## src/rtl/pb_debounce_if.sv

```systemverilog
// rtl/pb_debounce_if.sv - raw pushbutton pins in, conditioned levels and pulses out
interface pb_debounce_if;
  logic pbl_raw;
  logic pbr_raw;
  logic pbl;
  logic pbr;
  logic pbl_rise;
  logic pbr_rise;
  logic pbl_fall;
  logic pbr_fall;
  logic pbl_stuck;
  logic pbr_stuck;

  modport master (
    output pbl_raw, pbr_raw,
    input  pbl, pbr, pbl_rise, pbr_rise, pbl_fall, pbr_fall, pbl_stuck, pbr_stuck
  );

  modport slave (
    input  pbl_raw, pbr_raw,
    output pbl, pbr, pbl_rise, pbr_rise, pbl_fall, pbr_fall, pbl_stuck, pbr_stuck
  );
endinterface

```

## src/rtl/pb_debounce.sv

```systemverilog
// rtl/pb_debounce.sv - dual-channel pushbutton debouncer with press/release pulses and held-button lockout
module pb_debounce_chan #(
  parameter int DB_CYCLES    = 10,
  parameter int STUCK_CYCLES = 1500
) (
  input  logic clk,
  input  logic rst_n,
  input  logic raw,
  output logic level,
  output logic rise,
  output logic fall,
  output logic stuck
);
  localparam int CW = $clog2(DB_CYCLES + 1);
  localparam int HW = $clog2(STUCK_CYCLES + 1);
  localparam logic [CW-1:0] CNT_LAST  = CW'(DB_CYCLES - 1);
  localparam logic [CW-1:0] CNT_MAX   = CW'(DB_CYCLES);
  localparam logic [HW-1:0] HOLD_LAST = HW'(STUCK_CYCLES - 1);
  localparam logic [HW-1:0] HOLD_MAX  = HW'(STUCK_CYCLES);

  typedef enum logic [2:0] {
    IDLE    = 3'd0,
    ARM_HI  = 3'd1,
    HIGH    = 3'd2,
    ARM_LO  = 3'd3,
    STUCK   = 3'd4,
    ARM_REL = 3'd5
  } state_t;

  state_t        state_q, state_d;
  logic [CW-1:0] cnt_q, cnt_d, cnt_inc;
  logic [HW-1:0] hold_q, hold_d, hold_inc;
  logic          sync1_q, sync1_d, sync2_q, sync2_d;
  logic          level_q, level_d;
  logic          rise_q, rise_d;
  logic          fall_q, fall_d;
  logic          stuck_q, stuck_d;
  logic          s;

  assign s        = sync2_q;
  assign cnt_inc  = (cnt_q == CNT_MAX) ? cnt_q : cnt_q + CW'(1);
  assign hold_inc = (hold_q == HOLD_MAX) ? hold_q : hold_q + HW'(1);

  always_comb begin
    state_d = state_q;
    cnt_d   = cnt_q;
    hold_d  = hold_q;
    level_d = level_q;
    rise_d  = 1'b0;
    fall_d  = 1'b0;
    stuck_d = stuck_q;
    sync1_d = raw;
    sync2_d = sync1_q;
    case (state_q)
      IDLE: begin
        if (s) begin
          state_d = ARM_HI;
          cnt_d   = CW'(1);
        end
      end
      ARM_HI: begin
        if (!s) begin
          state_d = IDLE;
          cnt_d   = '0;
        end else if (cnt_q == CNT_LAST) begin
          state_d = HIGH;
          level_d = 1'b1;
          rise_d  = 1'b1;
          hold_d  = '0;
        end else begin
          cnt_d = cnt_inc;
        end
      end
      HIGH: begin
        if (hold_q == HOLD_LAST) begin
          state_d = STUCK;
          level_d = 1'b0;
          fall_d  = 1'b1;
          stuck_d = 1'b1;
        end else if (!s) begin
          state_d = ARM_LO;
          cnt_d   = CW'(1);
          hold_d  = hold_inc;
        end else begin
          hold_d = hold_inc;
        end
      end
      ARM_LO: begin
        // hold keeps running here so a bouncing contact still ends in lockout
        if (!s && cnt_q == CNT_LAST) begin
          state_d = IDLE;
          level_d = 1'b0;
          fall_d  = 1'b1;
          cnt_d   = '0;
        end else if (hold_q == HOLD_LAST) begin
          state_d = STUCK;
          level_d = 1'b0;
          fall_d  = 1'b1;
          stuck_d = 1'b1;
        end else if (s) begin
          state_d = HIGH;
          hold_d  = hold_inc;
        end else begin
          cnt_d  = cnt_inc;
          hold_d = hold_inc;
        end
      end
      STUCK: begin
        if (!s) begin
          state_d = ARM_REL;
          cnt_d   = CW'(1);
        end
      end
      ARM_REL: begin
        if (s) begin
          state_d = STUCK;
          cnt_d   = '0;
        end else if (cnt_q == CNT_LAST) begin
          state_d = IDLE;
          stuck_d = 1'b0;
          cnt_d   = '0;
        end else begin
          cnt_d = cnt_inc;
        end
      end
      default: begin
        state_d = IDLE;
        level_d = 1'b0;
        stuck_d = 1'b0;
        cnt_d   = '0;
        hold_d  = '0;
      end
    endcase
  end

  always_ff @(posedge clk or negedge rst_n) begin
    if (!rst_n) begin
      state_q <= IDLE;
      cnt_q   <= '0;
      hold_q  <= '0;
      sync1_q <= 1'b0;
      sync2_q <= 1'b0;
      level_q <= 1'b0;
      rise_q  <= 1'b0;
      fall_q  <= 1'b0;
      stuck_q <= 1'b0;
    end else begin
      state_q <= state_d;
      cnt_q   <= cnt_d;
      hold_q  <= hold_d;
      sync1_q <= sync1_d;
      sync2_q <= sync2_d;
      level_q <= level_d;
      rise_q  <= rise_d;
      fall_q  <= fall_d;
      stuck_q <= stuck_d;
    end
  end

  assign level = level_q;
  assign rise  = rise_q;
  assign fall  = fall_q;
  assign stuck = stuck_q;
endmodule

module pb_debounce #(
  parameter int DB_CYCLES    = 10,
  parameter int STUCK_CYCLES = 1500
) (
  input logic          clk,
  input logic          rst,
  pb_debounce_if.slave pb
);
  pb_debounce_chan #(
    .DB_CYCLES    (DB_CYCLES),
    .STUCK_CYCLES (STUCK_CYCLES)
  ) u_left (
    .clk   (clk),
    .rst_n (rst),
    .raw   (pb.pbl_raw),
    .level (pb.pbl),
    .rise  (pb.pbl_rise),
    .fall  (pb.pbl_fall),
    .stuck (pb.pbl_stuck)
  );

  pb_debounce_chan #(
    .DB_CYCLES    (DB_CYCLES),
    .STUCK_CYCLES (STUCK_CYCLES)
  ) u_right (
    .clk   (clk),
    .rst_n (rst),
    .raw   (pb.pbr_raw),
    .level (pb.pbr),
    .rise  (pb.pbr_rise),
    .fall  (pb.pbr_fall),
    .stuck (pb.pbr_stuck)
  );
endmodule
```

## src/flat_wrapper.sv

```systemverilog
// flat-port wrapper written by rule: the top's interface ports become plain ports
module pb_debounce_flat 
#(
  parameter int DB_CYCLES    = 10,
  parameter int STUCK_CYCLES = 1500
)
  (clk, rst, pb_pbl_raw, pb_pbr_raw, pb_pbl, pb_pbr, pb_pbl_rise, pb_pbr_rise, pb_pbl_fall, pb_pbr_fall, pb_pbl_stuck, pb_pbr_stuck);
  pb_debounce_if pb_i ();
  input logic clk;
  input logic rst;
  input wire logic [$bits(pb_i.pbl_raw)-1:0] pb_pbl_raw;
  input wire logic [$bits(pb_i.pbr_raw)-1:0] pb_pbr_raw;
  output wire logic [$bits(pb_i.pbl)-1:0] pb_pbl;
  output wire logic [$bits(pb_i.pbr)-1:0] pb_pbr;
  output wire logic [$bits(pb_i.pbl_rise)-1:0] pb_pbl_rise;
  output wire logic [$bits(pb_i.pbr_rise)-1:0] pb_pbr_rise;
  output wire logic [$bits(pb_i.pbl_fall)-1:0] pb_pbl_fall;
  output wire logic [$bits(pb_i.pbr_fall)-1:0] pb_pbr_fall;
  output wire logic [$bits(pb_i.pbl_stuck)-1:0] pb_pbl_stuck;
  output wire logic [$bits(pb_i.pbr_stuck)-1:0] pb_pbr_stuck;
  assign pb_i.pbl_raw = pb_pbl_raw;
  assign pb_i.pbr_raw = pb_pbr_raw;
  assign pb_pbl = pb_i.pbl;
  assign pb_pbr = pb_i.pbr;
  assign pb_pbl_rise = pb_i.pbl_rise;
  assign pb_pbr_rise = pb_i.pbr_rise;
  assign pb_pbl_fall = pb_i.pbl_fall;
  assign pb_pbr_fall = pb_i.pbr_fall;
  assign pb_pbl_stuck = pb_i.pbl_stuck;
  assign pb_pbr_stuck = pb_i.pbr_stuck;
  pb_debounce #(.DB_CYCLES(DB_CYCLES), .STUCK_CYCLES(STUCK_CYCLES)) u_core (.clk(clk), .rst(rst), .pb(pb_i));
endmodule
```

## config.mk

```make
export PLATFORM = sky130hd
export DESIGN_NAME = pb_debounce_flat
export DESIGN_NICKNAME = d
export VERILOG_FILES = /design/src/rtl/pb_debounce_if.sv /design/src/rtl/pb_debounce.sv /design/src/flat_wrapper.sv
export SDC_FILE = /design/constraint.sdc
export NUM_CORES = 1
export LEC_CHECK = 0
export BUFFER_PORTS_ARGS = -buffer_cell sky130_fd_sc_hd__buf_2
export CELL_PAD_IN_SITES_DETAIL_PLACEMENT = 1
export CELL_PAD_IN_SITES_GLOBAL_PLACEMENT = 2
export CORE_UTILIZATION = 35
export CTS_CLUSTER_SIZE = 24
export DETAILED_ROUTE_END_ITERATION = 12
export HOLD_SLACK_MARGIN = 0.03
export PLACE_DENSITY = 0.8
export SLEW_MARGIN = 20
export SYNTH_ARGS = -nofsm -noshare
export SYNTH_HDL_FRONTEND = slang
export SYNTH_SLANG_ARGS = --single-unit
```

## constraint.sdc

```tcl
create_clock -name clk -period 2.5 [get_ports clk]
set_clock_uncertainty 0.2 [all_clocks]
set_input_delay 0.625 -clock clk [delete_from_list [all_inputs] [get_ports clk]]
set_output_delay 0.625 -clock clk [all_outputs]
set_load 0.01 [all_outputs]
```

### Word-level counts from Yosys, hierarchy flattened

Cells that the tools add are included.

* $add $sub $neg: 4
* eq/ne operators: 48
* muxes and demuxes: 92
* bitwise gates (word level): 4
* reductions and logical operators: 20

Operator list (number)
* $mux W11: 10
* $mux W4: 22
* $pmux W11 S4: 2
* $mux W3: 22
* $pmux W4 S6: 2
* $eq A11 B11 Y1 const B: 4
* $ne A3 B3 Y1 const B: 12
* $pmux W3 S6: 2
* $ne A2 B2 Y1 const B: 16
* $mux W1: 26
* $add A11 B1 Y11 const B: 2
* $eq A4 B4 Y1 const B: 4
* $pmux W1 S4: 4
* $reduce_and A4 Y1: 4
* $eq A3 B2 Y1 const B: 4
* $eq A3 B3 Y1 const B: 4
* $reduce_and A6 Y1: 2
* $reduce_or A3 Y1: 4
* $reduce_and A5 Y1: 2
* $add A4 B1 Y4 const B: 2
* $ne A4 B4 Y1 const B: 2
* $eq A3 B1 Y1 const B: 2
* $logic_not A3 Y1: 2
* $reduce_and A3 Y1: 2
* 4 further kinds: 10

* bits in registers: 48
* input port bits: 4
* word-level logic and storage cells: 186

### Logic depth before layout (Yosys ltp)

Gate-level depths: netlist of the first run.

* depth in word-level cells: 6
* mapped depth: 8
* gate-level depth less buffers: 7

### Hierarchy

A second synthesis of the first run with hierarchy kept.

* cells, all modules: 320
* area total of the unflattened synthesis: 3124.2 µm²

Modules (own cells, without submodules)
* pb_debounce_chan (u_core.u_left): instances 1, cells each 162, area an instance 1611.5 µm², sequential area each 600.6 µm²
* pb_debounce_chan (u_core.u_right): instances 1, cells each 158, area an instance 1512.7 µm², sequential area each 600.6 µm²

### Worst setup path before layout of the first run

OpenSTA, ideal clock, no wires.

* path kind: register to register
* start: register u_core.u_left.hold_q[0]
* end: register u_core.u_left.hold_q[0]
* data arrival time: 1.825 ns
* path slack: 0.350 ns
* stages on the path, launching flop included: 8
* path buffers: 1
* clock period less this slack: 2.150 ns
* cell sequence: dfrtp_1 ha_1 or2b_2 a2111oi_4 or2_1 buf_4 nor2_1 mux2_2

* longest elaborated chain between the ends: 5
* elaborated cells on any way between the ends: 7
* those cells by class: add/sub: 1; eq/ne: 2; mux: 4

RTL lines
* start: declaration: line pb_debounce.sv:32 `logic [HW-1:0] hold_q, hold_d, hold_inc;`
* start signal: assignment: line pb_debounce.sv:150 `hold_q <= hold_d;`
* $add A11 B1 Y11 or $eq A11 B11 Y1 (tied branches): line pb_debounce.sv:42 `assign hold_inc = (hold_q == HOLD_MAX) ? hold_q : hold_q + HW'(1);`
* $mux W11: line pb_debounce.sv:42
* $mux W11 *: line pb_debounce.sv:75 `if (hold_q == HOLD_LAST) begin`
* $mux W11: line pb_debounce.sv:90 `if (!s && cnt_q == CNT_LAST) begin`
* $pmux W11 S4 *: line pb_debounce.sv:54 `case (state_q)`

Mark *: on every way between the ends. The rest lies on a longest branch, timed or not. The select of a mux whose other input is x is not followed.
A chain may end at the register's enable or synchronous reset.

### Worst setup path after layout of the first run

* start: register u_core.u_right.cnt_q[1]
* end: register u_core.u_right.hold_q[5]

* longest elaborated chain between the ends: 4
* elaborated cells on any way between the ends: 5
* those cells by class: eq/ne: 3; reduce/logical: 2

RTL lines
* start: declaration: line pb_debounce.sv:31 `logic [CW-1:0] cnt_q, cnt_d, cnt_inc;`
* start signal: assignment: line pb_debounce.sv:149 `cnt_q <= cnt_d;`
* $eq A4 B4 Y1 *: line pb_debounce.sv:65, pb_debounce.sv:90
* $logic_and A1 B1 Y1: line pb_debounce.sv:90
* $ne A2 B2 Y1 (no source line)
* $reduce_and A4 Y1 (no source line) *
* end signal: assignment: line pb_debounce.sv:150
* end: declaration: line pb_debounce.sv:32

Mark *: on every way between the ends. The rest lies on a longest branch, timed or not.

==> results.json, run 1 <==
{
  "synth_seq_cells": 48,
  "worst_r2r_endpoint": "u_core.u_right.hold_q[5]",
  "routedWlPerCell_microns": 15.4,
  "antenna_violating_nets_left": 0,
  "worst_hold_path_type": "in2async",
  "layout.nets": 350,
  "clk_transition_reported_paths_ps": 100,
  "max_freq_mhz": 426,
  "post-cts-setup-buffer-count": 0,
  "startpoint_of_the_most_critical_register_to_register_path": "u_core.u_right.cnt_q[1]",
  "detail_route.vias_per_cell": 5.53,
  "path_max_fanout": 12,
  "grt_util_all_layers_pct": 17.5,
  "finalCoreUtilization_pct": 41.2,
  "die-height_microns": 92.2,
  "worst_reg2reg_path_length_in_cells": 7,
  "detail_route.iter0.violations": 59,
  "yosysTopAreaCell": "sky130_fd_sc_hd__dfrtp_1",
  "run_status": "finished clean",
  "final-max-slew-violation-count": 0,
  "setup_viol": 0,
  "numCtsBuffers": 5,
  "worstPathRequired_ps": 2540,
  "final_layout_size_suffix_gt1_share_pct": 14.2,
  "postSynthCellCount": 313,
  "pre_cts_ws_ps": 174,
  "synth_edf_count": 0,
  "cp-start-kind": "register",
  "coreArea_sq_um": 7810,
  "synthTopCellsByArea": "sky130_fd_sc_hd__dfrtp_1 (42%), sky130_fd_sc_hd__ha_1 (4.4%), sky130_fd_sc_hd__nand2_1 (4.4%), sky130_fd_sc_hd__o21ai_0 (3.5%), sky130_fd_sc_hd__nand3_1 (2.8%)",
  "synthTopCellsByCount": "sky130_fd_sc_hd__dfrtp_1 (48), sky130_fd_sc_hd__nand2_1 (33), sky130_fd_sc_hd__nor2_1 (21), sky130_fd_sc_hd__o21ai_0 (20)",
  "asyncSetResetFlopFracSynth_pct": 100,
  "antenna_found_initial": 0,
  "yosysUniqueCellTypes": 62,
  "synth_area_sq_um": 2850,
  "fin_setup_tns_ps": 0,
  "firstDrtPassIters": 4,
  "worst-r2r-setup-slack_ps": 150,
  "remaining_drc_errors": 0,
  "totalWireLength_microns": 6760,
  "syn-num-nets": 327,
  "insertion_delay_ps": 310,
  "hold-worst-slack_ps": 70.9,
  "clock_sinks": 48,
  "synthDominantCellAreaShare_pct": 42.2,
  "arrival_time_of_data_at_the_critical_path_endpoint_ps": 2380,
  "synth-seq-area-share_pct": 42.2,
  "detailedPlacementHpwl_microns": 5020,
  "cts_max_path_buffers": 2,
  "worst-slew-pin-transition_ps": 502,
  "finalWorstSetupSlack_ps": 154,
  "gpl.final_weighted_congestion": 0.768,
  "grt_overflow_total": 0,
  "htreeDepth": 2,
  "grt_start_max_net_pins": 30,
  "cts.repair.resized": 0,
  "final_min_period_over_clock_period_pct": 93.8,
  "num_rows": 32,
  "port-buffer-count": 11,
  "clk_root_buffer_cell": "sky130_fd_sc_hd__clkbuf_8",
  "ios": 12,
  "synth-main-ff-cell": "sky130_fd_sc_hd__dfrtp_1",
  "power_leakage_nw": 1.42,
  "hold_fails_final_rpt": 0,
  "die_width_microns": 92.2,
  "tritoncts_clock_tree": "built",
  "power.density_cell_area_nw_per_um2": 552,
  "start_util_pct": 36.5,
  "critical_path_class": "reg2reg",
  "worstSetupEndpointType": "register",
  "areaGrowthSynthToFinish_pct": 12.9,
  "setup_repair_after_global_routing_missed_its_margin": "false",
  "vdd_drop_max_mv": 0.379,
  "synth-warning-count": 0,
  "grt_pass1_wl_microns": 12000,
  "vias_in_the_first_global_route": 2464,
  "synth_most_common_cell": "sky130_fd_sc_hd__dfrtp_1",
  "ctsHoldBuffers": 0,
  "ant_diodes": 0,
  "final_period_minus_worst_setup_slack_ps": 2350,
  "syn_area_per_cell_sq_um": 9.09,
  "timing.max_cap.violations": 0,
  "die_area_sq_um": 8500,
  "routed-via-count": 2427,
  "worst_max_slew_margin_expressed_relative_to_the_limit_pct": 66.6
}
-- metrics by stage --
step                cells  instance area [sq um]  power [mW]
floorplan             313                   2850        1.15
global placement      431                   3120        1.29
detailed placement    431                   3120        1.30
CTS                   439                   3210        1.81
global route          439                   3210        1.88
finish                439                   3210        1.78
-- critical path, cell delays in order, from the launching register on --
cell and delay (ps):
sky130_fd_sc_hd__dfrtp_1 410, sky130_fd_sc_hd__inv_1 60, sky130_fd_sc_hd__ha_1 210, sky130_fd_sc_hd__nand4b_1 190, sky130_fd_sc_hd__o21ai_1 130, sky130_fd_sc_hd__a22o_1 390, sky130_fd_sc_hd__or4_1 540, sky130_fd_sc_hd__a21oi_1 150
-- where the power goes --
| group | switching (mW) | internal [mW] |
|---|---|---|
| combinational | 0.216 | 0.175 |
| clock | 0.278 | 0.222 |
| sequential | 0.0581 | 0.827 |
-- sequential cells by signal, summed over array words and instances (netlist names), 3 cells and up --
register / cells
u_core.u_left.hold_q: 11
u_core.u_right.hold_q: 11
u_core.u_left.cnt_q: 4
u_core.u_right.cnt_q: 4
u_core.u_left.state_q: 3
u_core.u_right.state_q: 3
-- how the worst max path moves through the flow --
stage	slack [ps]	to	start
2_1_floorplan	350	u_core.u_left.hold_q[0]	u_core.u_left.hold_q[0]
3_3_place_gp	230	u_core.u_right.hold_q[5]	u_core.u_right.cnt_q[0]
3_5_place_dp	170	u_core.u_right.hold_q[5]	u_core.u_right.cnt_q[1]
4_1_cts	160	u_core.u_right.hold_q[5]	u_core.u_right.cnt_q[1]
5_1_grt	20	u_core.u_right.hold_q[5]	u_core.u_right.cnt_q[1]
6_report	150	u_core.u_right.hold_q[5]	u_core.u_right.cnt_q[1]
-- final cells by class --
cell class                 count  area [sq um]
clock buffer                   6          82.6
clock inverter                 2          10.0
fill                         930          4590
inverter                      16          60.1
multi-input combinational    235          1520
sequential                    48          1200
tap                          102           128
timing repair buffer          30           210
-- routing by layer --
layer  up-vias  global-route usage, %  part of all wire (%)
li1       1199                      -                     -
met3         5                   2.49                   1.7
met2        18                   28.7                    47
met5         -                      0                     0
met1      1205                   23.9                    51
met4         0                   5.08                  0.93
-- cell usage in the layout, fill, tap and decap left out, types with 2 or more instances in the layout --
master                      n
sky130_fd_sc_hd__dfrtp_1   48
sky130_fd_sc_hd__nand2_1   33
sky130_fd_sc_hd__nor2_1    21
sky130_fd_sc_hd__o21ai_0   20
sky130_fd_sc_hd__buf_4     18
sky130_fd_sc_hd__inv_1     16
sky130_fd_sc_hd__nand3_1   16
sky130_fd_sc_hd__a21oi_1   15
sky130_fd_sc_hd__buf_2     11
sky130_fd_sc_hd__ha_1      10
sky130_fd_sc_hd__nand3b_1   8
sky130_fd_sc_hd__nand2b_1   6
sky130_fd_sc_hd__nor3_1     6
sky130_fd_sc_hd__nand4_1    6
sky130_fd_sc_hd__or3_1      6
sky130_fd_sc_hd__clkbuf_8   6
sky130_fd_sc_hd__a22o_1     5
sky130_fd_sc_hd__and3_1     5
sky130_fd_sc_hd__or4_1      4
sky130_fd_sc_hd__nor4_1     4
sky130_fd_sc_hd__xnor2_1    4
sky130_fd_sc_hd__a31oi_1    4
sky130_fd_sc_hd__o31ai_1    4
sky130_fd_sc_hd__nand4b_1   3
sky130_fd_sc_hd__o21a_1     3
sky130_fd_sc_hd__o32ai_1    3
sky130_fd_sc_hd__o211ai_1   3
sky130_fd_sc_hd__nor4_4     2
sky130_fd_sc_hd__nor2b_1    2
sky130_fd_sc_hd__a21o_1     2
sky130_fd_sc_hd__or2_2      2
sky130_fd_sc_hd__and2_1     2
sky130_fd_sc_hd__a211o_1    2
sky130_fd_sc_hd__o21ai_1    2
sky130_fd_sc_hd__o221ai_1   2
sky130_fd_sc_hd__and4_1     2
sky130_fd_sc_hd__a211oi_1   2
sky130_fd_sc_hd__mux2_2     2
sky130_fd_sc_hd__clkinv_2   2
-- kinds of logic after synthesis --
| group | after synthesis | share of synthesized area, % |
|---|---|---|
| flops | 48 | 42.2 |
| compound gates | 81 | 19.8 |
| buf+inv | 30 | 4.31 |
| mux | 3 | 1.14 |
| xor+xnor | 4 | 1.23 |
| simple gates | 137 | 26.9 |
| fa+ha+maj | 10 | 4.40 |
No activity file was read; power rests on OpenSTA's default activity.
==> run 2, diff against run 1 <==
Settings changed: CELL_PAD_IN_SITES_DETAIL_PLACEMENT 1 to 0, CELL_PAD_IN_SITES_GLOBAL_PLACEMENT 2 to 1, PLACE_DENSITY 0.8 to 0.69.
==> results.json, run 2 (synthesized netlist as in run 1, its figures left out) <==
{
  "run_status": "finished clean",
  "critical_path_class": "reg2reg",
  "detail_route.vias_per_cell": 5.43,
  "areaGrowthSynthToFinish_pct": 12.5,
  "worstSetupEndpointType": "register",
  "tritoncts_clock_tree": "built",
  "die_width_microns": 92.2,
  "biggestRegsByFlops": "u_core.u_left.hold_q x11, u_core.u_right.hold_q x11",
  "postLayoutCellArea_sq_um": 3200,
  "final_min_period_over_clock_period_pct": 92.5,
  "antenna_violating_nets_left": 0,
  "worst-r2r-setup-slack_ps": 190,
  "worst-slew-pin-transition_ps": 578,
  "firstDrtPassIters": 4,
  "power.internal_mw": 1.31,
  "final-max-slew-violation-count": 0,
  "ctsHoldBuffers": 0,
  "power_leakage_nw": 1.41,
  "vdd_drop_max_mv": 0.278,
  "arrival_time_of_data_at_the_critical_path_endpoint_ps": 2310,
  "cts_max_path_buffers": 2,
  "vias_in_the_first_global_route": 2372,
  "fin_setup_tns_ps": 0,
  "grt_util_all_layers_pct": 16.3,
  "setup_viol": 0,
  "ios": 12,
  "cp-start-kind": "register",
  "final_layout_size_suffix_gt1_share_pct": 13.5,
  "fillerInstances": 812,
  "gpl.final_weighted_congestion": 0.816,
  "placement.cell_area_sq_um": 3080,
  "die-height_microns": 92.2,
  "seq_area_sq_um": 1200,
  "p_comb_share_pct": 19.2,
  "hold-worst-slack_ps": 112,
  "grt_pass1_wl_microns": 11200,
  "power.density_cell_area_nw_per_um2": 579,
  "remaining_drc_errors": 0,
  "setup_repair_after_global_routing_missed_its_margin": "false",
  "detailedPlacementHpwl_microns": 4480,
  "most-common-layout-cells": "sky130_fd_sc_hd__dfrtp_1 (48), sky130_fd_sc_hd__nand2_1 (33), sky130_fd_sc_hd__nor2_1 (21)",
  "grt_start_max_net_pins": 26,
  "coreArea_sq_um": 7810,
  "multiInputGateArea_sq_um": 1520,
  "grt_overflow_total": 0,
  "path_max_fanout": 9,
  "detail_route.iter0.violations": 99,
  "timing.max_cap.violations": 0,
  "port-buffer-count": 11,
  "finalCoreUtilization_pct": 41.0,
  "routedWlPerCell_microns": 14.3,
  "final_period_minus_worst_setup_slack_ps": 2310,
  "num_rows": 32,
  "insertion_delay_ps": 300,
  "final_common_cell": "sky130_fd_sc_hd__dfrtp_1",
  "worst_hold_path_type": "in2async",
  "hold_fails_final_rpt": 0,
  "start_util_pct": 36.5,
  "worstPathRequired_ps": 2490,
  "finalNonFillerCells": 435,
  "swShare_pct": 29.2,
  "clk_transition_reported_paths_ps": 90,
  "switching_power_mw": 0.541,
  "worst_max_slew_margin_expressed_relative_to_the_limit_pct": 61.5,
  "die_area_sq_um": 8500,
  "clk_root_buffer_cell": "sky130_fd_sc_hd__clkbuf_8",
  "pwr-share-clk_pct": 32.6,
  "antenna_found_initial": 0,
  "sequentialPowerShare_pct": 48.2,
  "max_freq_mhz": 432,
  "routed-via-count": 2363,
  "numPlacedInstances": 427,
  "numCtsBuffers": 5,
  "layout.nets": 346,
  "htreeDepth": 2,
  "clock_sinks": 48,
  "totalWireLength_microns": 6220,
  "ant_diodes": 0
}
## run 2: cell count changes in the layout (fill, tap and decap cells not counted)
cell / before / now
sky130_fd_sc_hd__bufinv_16: 0 / 1
sky130_fd_sc_hd__a22o_2: 0 / 1
sky130_fd_sc_hd__buf_4: 18 / 15
sky130_fd_sc_hd__buf_12: 1 / 0
sky130_fd_sc_hd__clkinv_4: 0 / 1
sky130_fd_sc_hd__clkinv_2: 2 / 0
sky130_fd_sc_hd__a22o_1: 5 / 4
## run 2: per-stage QoR
stage,setup WS (ps),power (mW)
after floorplan,350,1.15
after global placement,224,1.26
after detailed placement,155,1.27
after CTS,134,1.89
after global routing,41.1,1.99
final,186,1.85
## run 2: worst max-delay path: stages, from the launching register on
cell and delay [ps]:
sky130_fd_sc_hd__dfrtp_1 390, sky130_fd_sc_hd__ha_1 170, sky130_fd_sc_hd__or2b_2 360, sky130_fd_sc_hd__a2111oi_4 390
sky130_fd_sc_hd__or2_1 340, sky130_fd_sc_hd__nor2_1 90, sky130_fd_sc_hd__mux2_2 270
## run 2: layout make-up
cell class,instances,area share [%]
repair buffers,26,5.24
clock buffers,6,2.58
flip-flops and latches,48,37.5
multi-input cells,235,47.6
clock inverters,2,1.21
well taps,102,3.99
inverters,16,1.88
## run 2: layer usage
layer | part of all wire, % | routed length (microns) | global-route usage, %
met5 | 0 | 0 | 0
met4 | 0.80 | 50 | 3.78
met3 | 2.0 | 123 | 2.74
met2 | 46 | 2840 | 26.3
met1 | 52 | 3210 | 22.6
## run 2: timing repair
action / CTS / global route
buffers inserted: 0 / 0
endpoints found under the setup margin: 0 / 1
endpoints found under the hold margin: 0 / 0
resized for setup: 0 / 1
## run 2: path summary, 6_finish.rpt
path	startpoint	end	depth (start not counted)
worst max-delay path	u_core.u_left.hold_q[0]	u_core.u_left.hold_q[0]	6
worst min-delay path	rst	u_core.u_right.state_q[2]	1
worst max register to register	u_core.u_left.hold_q[0]	u_core.u_left.hold_q[0]	6
worst min register to register	u_core.u_left.sync1_q	u_core.u_left.s	0
max in group asynchronous	rst	u_core.u_left.state_q[1]	2
min in group clk	u_core.u_left.sync1_q	u_core.u_left.s	0
## run 2: power by group through the flow
stage,sequential [mW],clock [mW],combinational [mW]
final,0.894,0.604,0.355
after global routing,0.909,0.660,0.417
after CTS,0.894,0.632,0.360
after detailed placement,0.909,0,0.358
after global placement,0.907,0,0.357
after floorplan,0.884,0,0.270
==> run 3, diff against run 2 <==
Settings changed: REMOVE_ABC_BUFFERS set to 1.
==> results.json, run 3 (synthesized netlist as in run 1, its figures left out) <==
{
  "placement.cell_area_sq_um": 3080,
  "start_util_pct": 36.5,
  "ios": 12,
  "worst_hold_path_type": "in2async",
  "firstDrtPassIters": 4,
  "post-cts-setup-buffer-count": 0,
  "arrival_time_of_data_at_the_critical_path_endpoint_ps": 2360,
  "detail_route.iter0.violations": 130,
  "final_min_period_over_clock_period_pct": 93.1,
  "totalWireLength_microns": 6240,
  "gpl.final_weighted_congestion": 0.789,
  "grt_pass1_wl_microns": 10600,
  "timing.max_cap.violations": 0,
  "seq_area_sq_um": 1200,
  "final-max-slew-violation-count": 0,
  "worstPathRequired_ps": 2530,
  "multiInputGateArea_sq_um": 1520,
  "finalNonFillerCells": 435,
  "hold-worst-slack_ps": 61.2,
  "vdd_drop_max_mv": 0.501,
  "power_leakage_nw": 1.39,
  "grt_start_max_net_pins": 21,
  "final_layout_size_suffix_gt1_share_pct": 12.6,
  "remaining_drc_errors": 0,
  "vias_in_the_first_global_route": 2230,
  "final_common_cell": "sky130_fd_sc_hd__dfrtp_1",
  "coreArea_sq_um": 7810,
  "power.density_cell_area_nw_per_um2": 550,
  "critical_path_class": "reg2reg",
  "areaGrowthSynthToFinish_pct": 11.3,
  "hold_fails_final_rpt": 0,
  "die-height_microns": 92.2,
  "cts_max_path_buffers": 2,
  "insertion_delay_ps": 300,
  "tritoncts_clock_tree": "built",
  "cts.repair.resized": 0,
  "cp-start-kind": "register",
  "ctsHoldBuffers": 0,
  "port-buffer-count": 11,
  "fillerInstances": 792,
  "final_period_minus_worst_setup_slack_ps": 2330,
  "clk_root_buffer_cell": "sky130_fd_sc_hd__clkbuf_8",
  "die_area_sq_um": 8500,
  "detailedPlacementHpwl_microns": 4510,
  "grt_util_all_layers_pct": 15.6,
  "postLayoutCellArea_sq_um": 3170,
  "run_status": "finished clean",
  "detail_route.vias_per_cell": 5.39,
  "ant_diodes": 0,
  "antenna_found_initial": 0,
  "most-common-layout-cells": "sky130_fd_sc_hd__dfrtp_1 (48), sky130_fd_sc_hd__nand2_1 (33), sky130_fd_sc_hd__nor2_1 (21)",
  "setup_repair_after_global_routing_missed_its_margin": "false",
  "htreeDepth": 2,
  "numPlacedInstances": 427,
  "grt_overflow_total": 0,
  "clock_sinks": 48,
  "num_rows": 32,
  "finalCoreUtilization_pct": 40.6,
  "path_max_fanout": 12,
  "numCtsBuffers": 5,
  "antenna_violating_nets_left": 0,
  "clk_transition_reported_paths_ps": 90,
  "max_freq_mhz": 430,
  "worst_max_slew_margin_expressed_relative_to_the_limit_pct": 65.7,
  "worstSetupEndpointType": "register",
  "biggestRegsByFlops": "u_core.u_left.hold_q x11, u_core.u_right.hold_q x11",
  "fin_setup_tns_ps": 0,
  "die_width_microns": 92.2,
  "worst-slew-pin-transition_ps": 512,
  "setup_viol": 0,
  "routedWlPerCell_microns": 14.3,
  "routed-via-count": 2345,
  "layout.nets": 346
}
## run 3: power by group
part | total [mW] | switching (mW) | internal [mW]
registers | 0.896 | 0.0691 | 0.827
clock network | 0.490 | 0.263 | 0.226
logic | 0.359 | 0.198 | 0.161
total | 1.74 | 0.530 | 1.21
## run 3: area by class of cell
cell class	instances	area share, %
clock buffer	8	2.84
timing repair buffer	26	5.29
inverter	16	1.89
multi-input combinational	235	48.0
tap	102	4.03
sequential	48	37.9
## run 3: routing by layer
layer / vias to the layer above / wire length, microns / GRT usage [%]
li1: 1188 / - / -
met1: 1120 / 3250 / 23.2
met2: 30 / 2760 / 22.9
met4: 0 / 87 / 4.69
met3: 7 / 141 / 2.82
met5: - / 0 / 0
## run 3: worst paths after layout
path                                    startpoint                  endpoint  slack [ps]  cells past startpoint
setup / recovery           u_core.u_right.cnt_q[0]  u_core.u_right.hold_q[5]         170                      6
min in group clk             u_core.u_left.sync1_q           u_core.u_left.s         150                      0
hold / removal                                 rst       u_core.u_right.fall          60                      1
setup reg to reg           u_core.u_right.cnt_q[0]  u_core.u_right.hold_q[5]         170                      6
hold reg to reg              u_core.u_left.sync1_q           u_core.u_left.s         150                      0
max in group asynchronous                      rst  u_core.u_right.hold_q[8]        1450                      2
## run 3: worst max-delay path, stage by stage (launching register included)
cell	delay [ps]
sky130_fd_sc_hd__dfrtp_1	430
sky130_fd_sc_hd__ha_1	250
sky130_fd_sc_hd__nand4b_1	190
sky130_fd_sc_hd__o21ai_1	130
sky130_fd_sc_hd__a22o_1	380
sky130_fd_sc_hd__or4_1	530
sky130_fd_sc_hd__a21oi_1	150
## run 3: through the flow
step,total power [mW],setup slack (ps)
after floorplan,1.14,308
final,1.74,173
after global placement,1.27,237
after global routing,1.85,14.2
after detailed placement,1.27,197
after CTS,1.77,172
